**config.mk**
```make
export PLATFORM = sky130hd
export DESIGN_NAME = wide_alu_seq
export DESIGN_NICKNAME = d
export VERILOG_FILES = /design/src/rtl/wide_alu_seq.sv
export SDC_FILE = /design/constraint.sdc
export NUM_CORES = 1
export LEC_CHECK = 0
export CORE_UTILIZATION = 34
export CTS_CLUSTER_DIAMETER = 100
export DETAILED_ROUTE_END_ITERATION = 10
export PLACE_DENSITY_LB_ADDON = 0.05
export SLEW_MARGIN = 5
export SYNTH_ARGS = -nofsm -noshare
export SYNTH_HDL_FRONTEND = slang
export SYNTH_SLANG_ARGS = --single-unit
```
**constraint.sdc**
```tcl
create_clock -name CLK -period 5.7 [get_ports CLK]
set_input_delay 1.71 -clock CLK [delete_from_list [all_inputs] [get_ports CLK]]
set_output_delay 1.71 -clock CLK [all_outputs]
set_load 0.02 [all_outputs]
```
**src/rtl/wide_alu_seq.sv**
```systemverilog
// wide_alu_seq: sequences one 2*HW-bit operation through an external HW-bit
// combinational ALU as two half-width passes on consecutive cycles, chaining
// the shift carry between passes and registering the assembled result/flags.
//
// Optional feature macro: WIDE_ALU_SEQ_ROTATE_EN (adds ROT input; shifts
// become 2*HW-bit rotates when ROT=1 is latched with START).
//
// Ports:
//   CLK, RST_N          clock (rising edge), async active-low reset
//   START               request, sampled only in IDLE
//   OP, OPA, OPB, SC_IN opcode, operands, first-pass shift-in
//   ROT                 rotate select (only with WIDE_ALU_SEQ_ROTATE_EN)
//   BUSY, DONE          busy during both passes, one-cycle completion pulse
//   RESULT, CARRY,
//   ZERO, PARITY        registered result and flags
//   ALU_A, ALU_B,
//   ALU_OP, ALU_SC_IN   drives to the ALU
//   ALU_OUT, ALU_SC_OUT,
//   ALU_BEVEN           returns from the ALU

package wide_alu_seq_pkg;
    localparam logic [2:0] kAND = 3'd0;
    localparam logic [2:0] kXOR = 3'd1;
    localparam logic [2:0] kLSH = 3'd2;
    localparam logic [2:0] kRSH = 3'd3;
endpackage

module wide_alu_seq
    import wide_alu_seq_pkg::*;
#(
    parameter int unsigned HW = 8
) (
    input  logic            CLK,
    input  logic            RST_N,
    input  logic            START,
    input  logic [2:0]      OP,
    input  logic [2*HW-1:0] OPA,
    input  logic [2*HW-1:0] OPB,
    input  logic            SC_IN,
`ifdef WIDE_ALU_SEQ_ROTATE_EN
    input  logic            ROT,
`endif
    output logic            BUSY,
    output logic            DONE,
    output logic [2*HW-1:0] RESULT,
    output logic            CARRY,
    output logic            ZERO,
    output logic            PARITY,
    output logic [HW-1:0]   ALU_A,
    output logic [HW-1:0]   ALU_B,
    output logic [2:0]      ALU_OP,
    output logic            ALU_SC_IN,
    input  logic [HW-1:0]   ALU_OUT,
    input  logic            ALU_SC_OUT,
    input  logic            ALU_BEVEN
);

    localparam int unsigned W = 2 * HW;

    typedef enum logic [1:0] {
        S_IDLE,
        S_FIRST,
        S_SECOND,
        S_DONE
    } state_t;

    state_t state_q, state_d;

    // Operands latched at acceptance
    logic [2:0]    op_q;
    logic [W-1:0]  opa_q;
    logic [W-1:0]  opb_q;
    logic          sc_q;
`ifdef WIDE_ALU_SEQ_ROTATE_EN
    logic          rot_q;
`endif

    // First-pass captures, held until the second pass completes
    logic [HW-1:0] p1_out_q;
    logic          p1_sc_q;
    logic          p1_bev_q;
    logic          p1_zero_q;

    // Registered result and flags
    logic [W-1:0]  res_q;
    logic          carry_q;
    logic          zero_q;
    logic          parity_q;

    logic          accept;
    logic          is_shift;
    logic          is_rsh;
    logic          first_sin;
    logic [HW-1:0] a_lo, a_hi, b_lo, b_hi;
    logic          out_zero;

    assign accept   = (state_q == S_IDLE) && START;
    assign is_rsh   = (op_q == kRSH);
    assign is_shift = (op_q == kLSH) || is_rsh;
    assign a_lo     = opa_q[HW-1:0];
    assign a_hi     = opa_q[W-1:HW];
    assign b_lo     = opb_q[HW-1:0];
    assign b_hi     = opb_q[W-1:HW];
    assign out_zero = (ALU_OUT == '0);

    // Shift-in for the first pass; a rotate feeds back the bit that the
    // second pass will shift out at the far end of the word.
    always_comb begin
`ifdef WIDE_ALU_SEQ_ROTATE_EN
        first_sin = rot_q ? (is_rsh ? opa_q[0] : opa_q[W-1]) : sc_q;
`else
        first_sin = sc_q;
`endif
    end

    always_ff @(posedge CLK or negedge RST_N) begin
        if (!RST_N) begin
            state_q <= S_IDLE;
        end else begin
            state_q <= state_d;
        end
    end

    always_comb begin
        state_d   = state_q;
        BUSY      = 1'b0;
        DONE      = 1'b0;
        ALU_A     = '0;
        ALU_B     = '0;
        ALU_OP    = kAND;
        ALU_SC_IN = 1'b0;
        case (state_q)
            S_IDLE: begin
                if (START) state_d = S_FIRST;
            end
            S_FIRST: begin
                BUSY      = 1'b1;
                state_d   = S_SECOND;
                ALU_OP    = op_q;
                ALU_A     = is_rsh ? a_hi : a_lo;
                ALU_B     = is_rsh ? b_hi : b_lo;
                ALU_SC_IN = is_shift & first_sin;
            end
            S_SECOND: begin
                BUSY      = 1'b1;
                state_d   = S_DONE;
                ALU_OP    = op_q;
                ALU_A     = is_rsh ? a_lo : a_hi;
                ALU_B     = is_rsh ? b_lo : b_hi;
                ALU_SC_IN = is_shift & p1_sc_q;
            end
            S_DONE: begin
                DONE    = 1'b1;
                state_d = S_IDLE;
            end
            default: state_d = S_IDLE;
        endcase
    end

    always_ff @(posedge CLK or negedge RST_N) begin
        if (!RST_N) begin
            op_q      <= kAND;
            opa_q     <= '0;
            opb_q     <= '0;
            sc_q      <= 1'b0;
`ifdef WIDE_ALU_SEQ_ROTATE_EN
            rot_q     <= 1'b0;
`endif
            p1_out_q  <= '0;
            p1_sc_q   <= 1'b0;
            p1_bev_q  <= 1'b0;
            p1_zero_q <= 1'b1;
            res_q     <= '0;
            carry_q   <= 1'b0;
            zero_q    <= 1'b1;
            parity_q  <= 1'b0;
        end else begin
            if (accept) begin
                op_q  <= OP;
                opa_q <= OPA;
                opb_q <= OPB;
                sc_q  <= SC_IN;
`ifdef WIDE_ALU_SEQ_ROTATE_EN
                rot_q <= ROT;
`endif
            end
            if (state_q == S_FIRST) begin
                p1_out_q  <= ALU_OUT;
                p1_sc_q   <= ALU_SC_OUT;
                p1_bev_q  <= ALU_BEVEN;
                p1_zero_q <= out_zero;
            end
            // First-pass half is staged so RESULT only changes entering DONE
            if (state_q == S_SECOND) begin
                res_q    <= is_rsh ? {p1_out_q, ALU_OUT} : {ALU_OUT, p1_out_q};
                carry_q  <= is_shift & ALU_SC_OUT;
                parity_q <= p1_bev_q ^ ALU_BEVEN;
                zero_q   <= p1_zero_q & out_zero;
            end
        end
    end

    assign RESULT = res_q;
    assign CARRY  = carry_q;
    assign ZERO   = zero_q;
    assign PARITY = parity_q;

endmodule

```
# After elaboration in Yosys (flattened, before gate mapping)

Cells that the tools add are included.

Eq/ne operators: 6
Bitwise logic cells: 5
Multiplexer cells: 13
Reduce and logical (&&, ||, !) cells: 5

Operators by type and width:

| cell                                                                  | number |
|---|---|
| 8-bit two-way mux                                                     | 4 |
| 8-bit one-hot mux with 2 select lines                                 | 2 |
| 16-bit two-way mux                                                    | 1 |
| 8-bit logical NOT                                                     | 1 |
| 2-bit one-hot mux with 4 select lines                                 | 1 |
| 3-bit by 2-bit equality test with 1-bit output, second input constant | 2 |
| 1-bit AND                                                             | 4 |
| 2-bit equality test, second input constant                            | 2 |
| 3-bit two-way mux                                                     | 1 |
| 2-bit by 1-bit equality test with 1-bit output, second input constant | 1 |
| 2-bit logical NOT                                                     | 1 |
| 1-bit two-way mux                                                     | 2 |
| 2-bit two-way mux                                                     | 1 |
| 2-bit inequality test, second input constant                          | 1 |
| 1-bit one-hot mux with 2 select lines                                 | 1 |
| 2-bit OR reduction                                                    | 1 |
| 1-bit logical AND                                                     | 1 |
| 1-bit logical OR                                                      | 1 |
| 1-bit bitwise XOR                                                     | 1 |

Output and inout bits: 41
Word-level logic and storage cells: 42
Flip-flop bits (word level): 68
Input port bits: 49

# Longest topological paths before layout

Gate-level depths: netlist (run 1).

Word-level depth: 4
Gate-level depth with buffers: 8
Mapped depth without buffers: 5

# Worst setup path before layout (run 1)

Ideal clock, no wire load.

Kind: register to output
From: register state_q[0]
To: output port ALU_SC_IN
Arrival time: 1.904 ns
Path buffers: 2
Data required time: 3.990 ns
Path slack: 2.086 ns
Cell stages (with the launch flop): 6
Cells stage by stage: dfrtp_1 inv_1 ha_1 buf_6 buf_2 nor4bb_1

Word-level cells in the longest chain between the ends: 2
Elaborated cells on any way between the ends: 3
Classes of those cells: 2 x eq/ne; 1 x mux

RTL lines:

| element                                                                                      | RTL line | text |
|---|---|---|
| start: declaration                                                                           | 67       | `state_t state_q, state_d;` |
| start signal: assignment                                                                     | 120      | `state_q <= state_d;` |
| 2-bit equality test / 2-bit by 1-bit equality test with 1-bit output (equally long branches) | 132      | `case (state_q)` |
| 1-bit one-hot mux with 2 select lines (*)                                                    | 132      |  |
| end: declaration                                                                             | 52       | `output logic ALU_SC_IN,` |

Mark *: on every way between the ends. The rest lies on a longest branch, timed or not.

# Worst setup path in the final report (run 1)

From: register state_q[1]
To: output port ALU_A[6]

Word-level cells in the longest chain between the ends: 2
Elaborated cells on any way between the ends: 3
Classes of those cells: 2 x eq/ne; 1 x mux

RTL lines:

| element                                                                                      | RTL line | text |
|---|---|---|
| 2-bit equality test / 2-bit by 1-bit equality test with 1-bit output (equally long branches) | 132      |  |
| 8-bit one-hot mux with 2 select lines (*)                                                    | 132      |  |
| end: declaration                                                                             | 49       | `output logic [HW-1:0] ALU_A,` |

Marked as above.

==> impl_metrics.tcl, run 1 <==
set metrics [dict create \
    drt_iter0_markers 92 \
    worst_slack_ns 0.9387 \
    antenna_cells 0 \
    first_pass_iters 4 \
    grtUsageMet3 0.03864 \
    tightestPinTransition_ns 0.9187 \
    syn_inst 309 \
    required_ns 3.99 \
    synth_nets 363 \
    grt-ovfl-total 0 \
    critPathSlowestCell "clkdlybuf4s50_1" \
    die_w_um 102.9 \
    synth_seq_cells 68 \
    ys_warn_count 0 \
    cp-end-kind "primary output" \
    grt_max_degree 69 \
    cts_setup_buffers 0 \
    crit_arrival_ns 3.05 \
    die_y_um 102.9 \
    cts_root_buf "clkbuf_8" \
    initial_utilization 0.3526 \
    cap_violations 0 \
    io_buffer_count 89 \
    post_cts_resized 0 \
    power.density_nw_per_um2 607.1 \
    cts_max_level 3 \
    final_nets 441 \
    grtUsageMet2 0.2656 \
    fin_hold_ws_ns 0.4749 \
    track_usage 0.1685 \
    core_area_um2 9819 \
    clock_latency_ns 0.34 \
    path_cells "inv_1, ha_1, buf_4, and2_1, a311o_1, clkdlybuf4s50_1" \
    dieArea_um2 10590 \
    fmax_mhz 210.0 \
    irDropWorstVdd_mv 0.2377 \
    syn_avg_cell_area_um2 11.20 \
    layout.cells.most_common "clkdlybuf4s50_1" \
    fill_cells 962 \
    status "complete, no violations" \
    power_leakage_nw 1.923 \
    synthToLayoutAreaGrowth_pct 32.06 \
    fin_worst_skew_ns 0.009369 \
    rsz0062_at_grt "no" \
    grtUsageMet1 0.2183 \
    num_vias 2671 \
    min_period_ns 4.761 \
    num_io_pins 90 \
    slew_headroom 0.3854 \
    drc 0 \
    worstSetupPathType "register to primary output" \
    dp_slack_ns 1.295 \
    yosysUniqueCellTypes 28 \
    viasPerCell 5.088 \
    path_buf_inv 3 \
    drive_gt1_frac 0.1862 \
    netlist_top_cells_area "dfrtp_1 (48%), mux2_2 (15%), nand3_1 (6.4%)" \
    fin_setup_tns_ns 0 \
    cts.sinks 68 \
    synth_top_area_cell "dfrtp_1" \
    antenna_found_initial 0 \
    clk_pin_slew_worst_paths_ns 0.07 \
    final_cell_mix "clkdlybuf4s50_1 (88), dfrtp_1 (66), mux2_2 (47)" \
    drt-total-wl_um 8490 \
    cp_top_family "buffers and inverters" \
    wl_per_cell_um 16.17 \
    setup_violations 0 \
    clk_path_buf_depth 2 \
    gp_congestion 0.7281 \
    hpwl_um 5411 \
    worst_hold_path_type "register to register" \
    critical_path.max_fanout 15 \
    start_kind "register" \
    yosysTopAreaCellShare 0.4771 \
    yosysSeqAreaShare 0.4922 \
    ant_nets 0 \
    slew_viol_final 0 \
    cts_tree "done" \
    cts_buffers 9 \
    grt_pass1_wl_um 13370 \
    hold_buffers 0 \
    num_rows 36 \
    cpPeakStageDelay_ns 0.63 \
    synthesis.area_um2 3462 \
    grt_pass1_vias 2707 \
    hold_viol 0 \
    gr-max-usage-layer "met2" \
    min_period_over_period 0.8353 \
]
[state kept, by name, summed over array words and instances (netlist names)]
register and cells:
p1_zero_q 1, first_sin 1, p1_out_q 8, PARITY 1, CARRY 1, ZERO 1
p1_sc_q 1, opb_q 16, p1_bev_q 1, state_q 2, opa_q 16, RESULT 16
op_q 3
[logic make-up (layout without fill, tap and decap cells)]
logic type	count (synthesis)	in the layout	share of synthesized area
DFF	68	68	0.4922
and+or+nand+nor	92	92	0.1435
muxes	64	64	0.2020
buffers and inverters	32	115	0.05494
adders and majority gates	5	5	0.01807
xor gates and xnor gates	1	1	0.002530
AOI/OAI and AO/OA	47	47	0.08673
[path summary, 6_finish.rpt]
path / from / slack (ns) / to / cells past startpoint
worst max-delay path: state_q[1] / 0.94 / ALU_A[6] / 6
worst min-delay path: p1_zero_q / 0.47 / p1_zero_q / 2
worst max register to register: state_q[0] / 3.76 / opa_q[1] / 4
worst min register to register: p1_zero_q / 0.47 / p1_zero_q / 2
max in group asynchronous: RST_N / 3.64 / opa_q[6] / 1
min in group asynchronous: RST_N / 1.48 / opa_q[11] / 1
[cell type report]
cell class | count | area [um^2] | area share
clock buffer | 11 | 131.4 | 0.02874
timing repair buffer | 94 | 925.9 | 0.2025
multi-input combinational | 209 | 1573 | 0.3440
tap | 133 | 166.4 | 0.03640
inverter | 5 | 18.77 | 0.004105
clock inverter | 5 | 52.55 | 0.01149
sequential | 68 | 1704 | 0.3727
[cell usage after synthesis]
| master | count |
|---|---|
| buf_1 | 1 |
| inv_1 | 5 |
| nand3_1 | 44 |
| nand3b_4 | 1 |
| nor4_1 | 2 |
| mux2i_1 | 17 |
| a311o_1 | 10 |
| buf_6 | 7 |
| clkbuf_1 | 5 |
| and2_4 | 1 |
| nor2_1 | 17 |
| a21oi_1 | 28 |
| buf_2 | 14 |
| o21ai_0 | 3 |
| and3_1 | 10 |
| xnor2_1 | 1 |
| nand4b_1 | 1 |
| ha_1 | 5 |
| dfstp_2 | 2 |
| a21o_1 | 6 |
| nand4_1 | 8 |
| and2_1 | 4 |
| nor3_1 | 1 |
| mux2_2 | 47 |
| nor4bb_1 | 1 |
| dfrtp_1 | 66 |
| nor2b_1 | 1 |
| nand2_1 | 1 |
[power breakdown]
part           leakage [nW]  internal, mW  switching (mW)
sequential            0.786         0.724           0.172
clock                0.0931         0.200           0.181
combinational          1.04         0.717           0.781
[routing by layer]
metal / vias to the layer above / wire length (um)
li1: 1280 / -
met1: 1293 / 3944
met2: 81 / 3829
met3: 17 / 500
met4: 0 / 216
met5: - / 0
[per-stage QoR]
step	total power, mW	area (um^2)	cells	utilization
floorplan	1.897	3462	309	-
global placement	2.395	4388	509	0.4469
detailed placement	2.407	4388	509	0.4469
CTS	2.806	4572	525	0.4656
global route	2.979	4572	525	0.4656
finish	2.776	4572	525	0.4656
[worst register-to-register path: cells and delay by family, from the launching register on]
kind / cells / cell delay, ns
adder cells (fa/ha/maj): 1 / 0.23
buffers and inverters: 1 / 0.10
flip-flops: 1 / 0.39
multiplexers: 1 / 0.42
AND/OR/NAND/NOR: 1 / 0.68
No activity file was read; power rests on OpenSTA's default activity.
==> run 2, diff against run 1 <==
==> constraint.sdc (replaced) <==
create_clock -name CLK -period 4.2 [get_ports CLK]
set_input_delay 1.26 -clock CLK [delete_from_list [all_inputs] [get_ports CLK]]
set_output_delay 1.26 -clock CLK [all_outputs]
set_load 0.02 [all_outputs]
==> run 2 against run 1 <==
Worst hold slack improved by 0.0031 ns. Cell area about the same. Sequential share of layout area about the same. Critical path type unchanged. Total power up 35%. Cell count grew 0.19%. Count of clock-buffer cells in the layout rose by 1. Utilization is essentially flat. Register-to-register slack got worse by 1.5 ns. Non-clock buffer count rose by 1.
==> impl_metrics.tcl, run 2 (same netlist as run 1, synthesis figures left out) <==
set metrics [dict create \
    clk_path_buf_depth 2 \
    worst_hold_path_type "register to register" \
    first_pass_iters 5 \
    multi_input_area_um2 1573 \
    cts_tree "done" \
    num_rows 36 \
    fmax_mhz 252.4 \
    gp_congestion 0.7085 \
    power_leakage_nw 1.923 \
    grt-ovfl-total 0 \
    power.density_nw_per_um2 817.5 \
    antenna_found_initial 0 \
    drt-total-wl_um 8489 \
    fill_cells 966 \
    initial_utilization 0.3526 \
    utilization 0.4660 \
    min_period_ns 3.962 \
    required_ns 2.94 \
    viasPerCell 5.074 \
    tightestPinTransition_ns 0.9136 \
    status "complete, no violations" \
    dieArea_um2 10590 \
    ant_nets 0 \
    hold_buffers 0 \
    hpwl_um 5285 \
    worstSetupPathType "register to primary output" \
    hold_viol 0 \
    wl_per_cell_um 16.14 \
    io_buffer_count 89 \
    crit_arrival_ns 2.70 \
    num_io_pins 90 \
    synthToLayoutAreaGrowth_pct 32.16 \
    drt_iter0_markers 119 \
    total_power_mw 3.740 \
    slew_headroom 0.3888 \
    setup_violations 0 \
    rsz0062_at_grt "no" \
    cts_max_level 3 \
    layout.cells.most_common "clkdlybuf4s50_1" \
    num_vias 2669 \
    drive_gt1_frac 0.1908 \
    dpl_cell_area_um2 4395 \
    grt_max_degree 69 \
    final_nets 442 \
    cp-end-kind "primary output" \
    cap_violations 0 \
    min_period_over_period 0.9434 \
    grt_pass1_vias 2797 \
    core_area_um2 9819 \
    cts.sinks 68 \
    drc 0 \
    clk_pin_slew_worst_paths_ns 0.08 \
    die_y_um 102.9 \
    final-seq-area_um2 1704 \
    cts_root_buf "clkbuf_8" \
    fin_setup_tns_ns 0 \
    fin_worst_skew_ns 0.009334 \
    start_kind "register" \
    final_cell_mix "clkdlybuf4s50_1 (88), dfrtp_1 (66), mux2_2 (47)" \
    die_w_um 102.9 \
    critical_path.max_fanout 43 \
    track_usage 0.1743 \
    cts_buffers 9 \
    grt_pass1_wl_um 14030 \
    stdcell_area_um2 4576 \
    slew_viol_final 0 \
    cts_setup_buffers 0 \
    clock_latency_ns 0.34 \
    post_cts_resized 0 \
    antenna_cells 0 \
    irDropWorstVdd_mv 0.3663 \
]
[run 2: cell types whose count changed in the layout (fill, tap and decap cells not counted)]
cell / change
buf_4: +1
clkinvlp_4: +1
clkinv_2: -1
clkbuf_8: +2
bufinv_16: -1
clkbuf_1: -1
[run 2: worst paths after layout]
kind	startpoint	cells after the start	to	slack, ns
worst max-delay path	state_q[0]	7	ALU_B[7]	0.24
worst min-delay path	p1_zero_q	2	p1_zero_q	0.48
worst max register to register	state_q[0]	4	opb_q[10]	2.23
worst min register to register	p1_zero_q	2	p1_zero_q	0.48
max in group asynchronous	RST_N	1	opb_q[13]	2.56
min in group asynchronous	RST_N	1	opa_q[11]	1.05
[run 2: layout make-up]
type / count / share of cell area
clock buffers: 12 / 0.03391
clock inverters: 4 / 0.005469
inverters: 5 / 0.004102
multi-input cells: 209 / 0.3437
flip-flops and latches: 68 / 0.3724
well taps: 133 / 0.03637
repair buffers: 95 / 0.2040
[run 2: worst max-delay path, cell delays in order (launching register included)]
cell	delay (ns)
dfrtp_1	0.39
inv_1	0.11
ha_1	0.36
buf_4	0.41
nand3_1	0.12
a21oi_1	0.18
a311o_1	0.16
clkdlybuf4s50_1	0.62
[run 2: layer usage]
metal | routed length (um) | track usage | vias up
met5 | 0 | 0 | -
met4 | 56 | 0.04659 | 0
met3 | 510 | 0.05220 | 4
met2 | 3894 | 0.2744 | 71
met1 | 4027 | 0.2342 | 1307
li1 | - | - | 1287
[run 2: power breakdown]
group	internal, mW	switching (mW)	leakage, nW
combinational	0.967	1.06	1.05
sequential	0.982	0.230	0.786
clock	0.245	0.251	0.0884
total	2.19	1.55	1.92
[run 2: metrics by stage]
stage	instances	hold slack, ns	worst slack [ns]
3_5_place_dp	510	0.4645	0.5856
2_1_floorplan	309	0.4487	1.036
6_report	526	0.4781	0.2377
4_1_cts	526	0.4796	0.2243
3_3_place_gp	510	0.4586	0.6330
5_1_grt	526	0.4864	0.03247
==> run 3, diff against run 2 <==
--- a/config.mk
+++ b/config.mk
@@ -5,6 +5,7 @@
 export SDC_FILE = /design/constraint.sdc
 export NUM_CORES = 1
 export LEC_CHECK = 0
+export ABC_AREA = 1
 export CORE_UTILIZATION = 34
 export CTS_CLUSTER_DIAMETER = 100
 export DETAILED_ROUTE_END_ITERATION = 10
==> run 3 against run 2 <==
Routed wire length increased by 1.2%. Global-route usage increased by 0.23 points. Utilization increased by 0.70 points. Total power about the same. Die area decreased by 1.3%. Cell area increased by 1.0%. Sequential power decreased by 8%. Worst hold slack got worse by 0.0067 ns. Setup slack got worse by 0.074 ns. Highest routed layer unchanged.
==> impl_metrics.tcl, run 3 <==
set metrics [dict create \
    min_period_over_period 0.9609 \
    grt_pass1_wl_um 14080 \
    cts_root_buf "clkbuf_8" \
    synth_nets 504 \
    p_comb_frac 0.545 \
    yosysSeqAreaShare 0.4991 \
    syn_inst 450 \
    drt_iter0_markers 134 \
    cap_violations 0 \
    rsz0062_at_grt "no" \
    critical_path.max_fanout 17 \
    num_rows 36 \
    cts_buffers 9 \
    status "complete, no violations" \
    synth.most_common_cell "nand2_1" \
    setup_violations 0 \
    synth_ff_type "dfrtp_1" \
    drive_gt1_frac 0.06168 \
    grt_pass1_vias 2971 \
    p_int_mw 2.142 \
    dieArea_um2 10450 \
    required_ns 2.94 \
    cts.sinks 68 \
    track_usage 0.1767 \
    io_buffer_count 89 \
    drt-total-wl_um 8591 \
    cp_top_family "buffers and inverters" \
    antenna_found_initial 0 \
    synth_top_area_cell "dfrtp_1" \
    path_cells "inv_1, ha_1, clkinv_1, a21oi_1, clkdlybuf4s50_1" \
    ant_nets 0 \
    path_buf_inv 3 \
    place_inst 652 \
    irDropWorstVdd_mv 0.2879 \
    cts_max_level 3 \
    fin_setup_tns_ns 0 \
    hpwl_um 5772 \
    synth_edf_count 0 \
    yosysUniqueCellTypes 18 \
    crit_arrival_ns 2.78 \
    yosysTopAreaCellShare 0.4837 \
    initial_utilization 0.3493 \
    synthesis.area_um2 3415 \
    p_clk_frac 0.159 \
    fin_worst_skew_ns 0.006126 \
    gp_congestion 0.7642 \
    critPathSlowestCell "clkdlybuf4s50_1" \
    cpPeakStageDelay_ns 0.66 \
    num_vias 3137 \
    drc 0 \
    fmax_mhz 247.8 \
    worst_hold_path_type "register to register" \
    cts_setup_buffers 0 \
    wl_per_cell_um 12.86 \
    synth_seq_cells 68 \
    clk_pin_slew_worst_paths_ns 0.07 \
    syn_avg_cell_area_um2 7.588 \
    hold_viol 0 \
    antenna_cells 0 \
    hold_buffers 0 \
    layout.cells.most_common "nand2_1" \
    die_w_um 102.2 \
    cts_tree "done" \
    grt_max_degree 69 \
    num_io_pins 90 \
    final_cell_mix "nand2_1 (105), clkdlybuf4s50_1 (88), a21oi_1 (81)" \
    core_area_um2 9774 \
    power.density_nw_per_um2 809.5 \
    synth_common_cells "nand2_1 (106), a21oi_1 (81), dfrtp_1 (66)" \
    p_sw_mw 1.600 \
    cp-end-kind "primary output" \
    slew_headroom 0.4238 \
    tightestPinTransition_ns 0.8622 \
    final_nets 584 \
    die_y_um 102.2 \
    first_pass_iters 4 \
    min_period_ns 4.036 \
    grt-ovfl-total 0 \
    clock_latency_ns 0.34 \
    slew_viol_final 0 \
    ys_async_sr_fraction 1.000 \
    stdcell_count 668 \
    power.share.switching 0.4276 \
    post_cts_resized 0 \
    viasPerCell 4.696 \
    clk_path_buf_depth 2 \
    synthToLayoutAreaGrowth_pct 35.40 \
    power_leakage_nw 2.075 \
    worstSetupPathType "register to primary output" \
    netlist_top_cells_area "dfrtp_1 (48%), a21oi_1 (12%), nand2_1 (12%)" \
    start_kind "register" \
    seq_power_share 0.296 \
    ys_warn_count 0 \
]
==> run 3: cell count changes after synthesis, sizes merged, moves of 13 or more <==
| cell | change |
|---|---|
| mux2 | -43 |
| inv | +45 |
| nand2 | +105 |
| nor2 | +38 |
| mux2i | -17 |
| a21oi | +53 |
| o21ai | +13 |
==> run 3: final timing paths <==
check / startpoint / endpoint / slack [ns] / cells after the start
max in group asynchronous: RST_N / opa_q[14] / 2.61 / 1
max reg2reg: state_q[0] / RESULT[10] / 2.13 / 6
min reg2reg: p1_zero_q / p1_zero_q / 0.47 / 2
min in group asynchronous: RST_N / PARITY / 1.04 / 1
max: state_q[0] / ALU_A[7] / 0.16 / 5
min: p1_zero_q / p1_zero_q / 0.47 / 2
==> run 3: metrics by stage <==
step	cell area, um^2	hold WS (ns)	power [mW]	utilization	setup WS (ns)
3_3_place_gp	4407	0.4604	3.141	0.4508	0.5990
4_1_cts	4623	0.4769	3.795	0.4730	0.1330
6_report	4623	0.4713	3.742	0.4730	0.1640
3_5_place_dp	4407	0.4656	3.183	0.4508	0.5323
2_1_floorplan	3415	0.4484	2.367	-	1.233
5_1_grt	4623	0.4883	4.059	0.4730	0.01535
==> run 3: cell families after synthesis <==
kind of cell | Yosys count | synth area share
compound gates | 97 | 0.1422
mux | 4 | 0.01319
fa+ha+maj | 5 | 0.01832
buf+inv | 79 | 0.09564
flops | 68 | 0.4991
xor+xnor | 1 | 0.002566
simple gates | 196 | 0.2290
==> run 3: worst reg2reg max path, stage by stage, from the launching register on <==
cell     delay (ns)
dfrtp_1        0.42
inv_1          0.13
ha_1           0.45
buf_4          0.31
inv_1          0.32
a21oi_1        0.24
a21oi_1        0.09
==> run 3: power groups by stage <==
stage	logic, mW	clock network (mW)	registers [mW]
global route	2.27	0.642	1.14
detailed placement	2.06	0	1.12
CTS	2.07	0.614	1.11
floorplan	1.17	0	1.20
global placement	2.03	0	1.11
finish	2.04	0.596	1.11
==> run 3: final cells by class <==
type / count / area [um^2]
tap: 133 / 166.4
fill: 1021 / 5151
multi-input combinational: 303 / 1396
clock buffer: 11 / 141.4
sequential: 68 / 1704
inverter: 51 / 191.4
timing repair buffer: 97 / 948.4
clock inverter: 5 / 75.07
==> run 3: per-layer routing <==
metal,part of all wire,up-vias,global-route usage
li1,-,1577,-
met1,0.46,1472,0.2240
met2,0.48,81,0.2953
met3,0.053,7,0.04993
met4,0.010,0,0.04835
met5,0,-,0
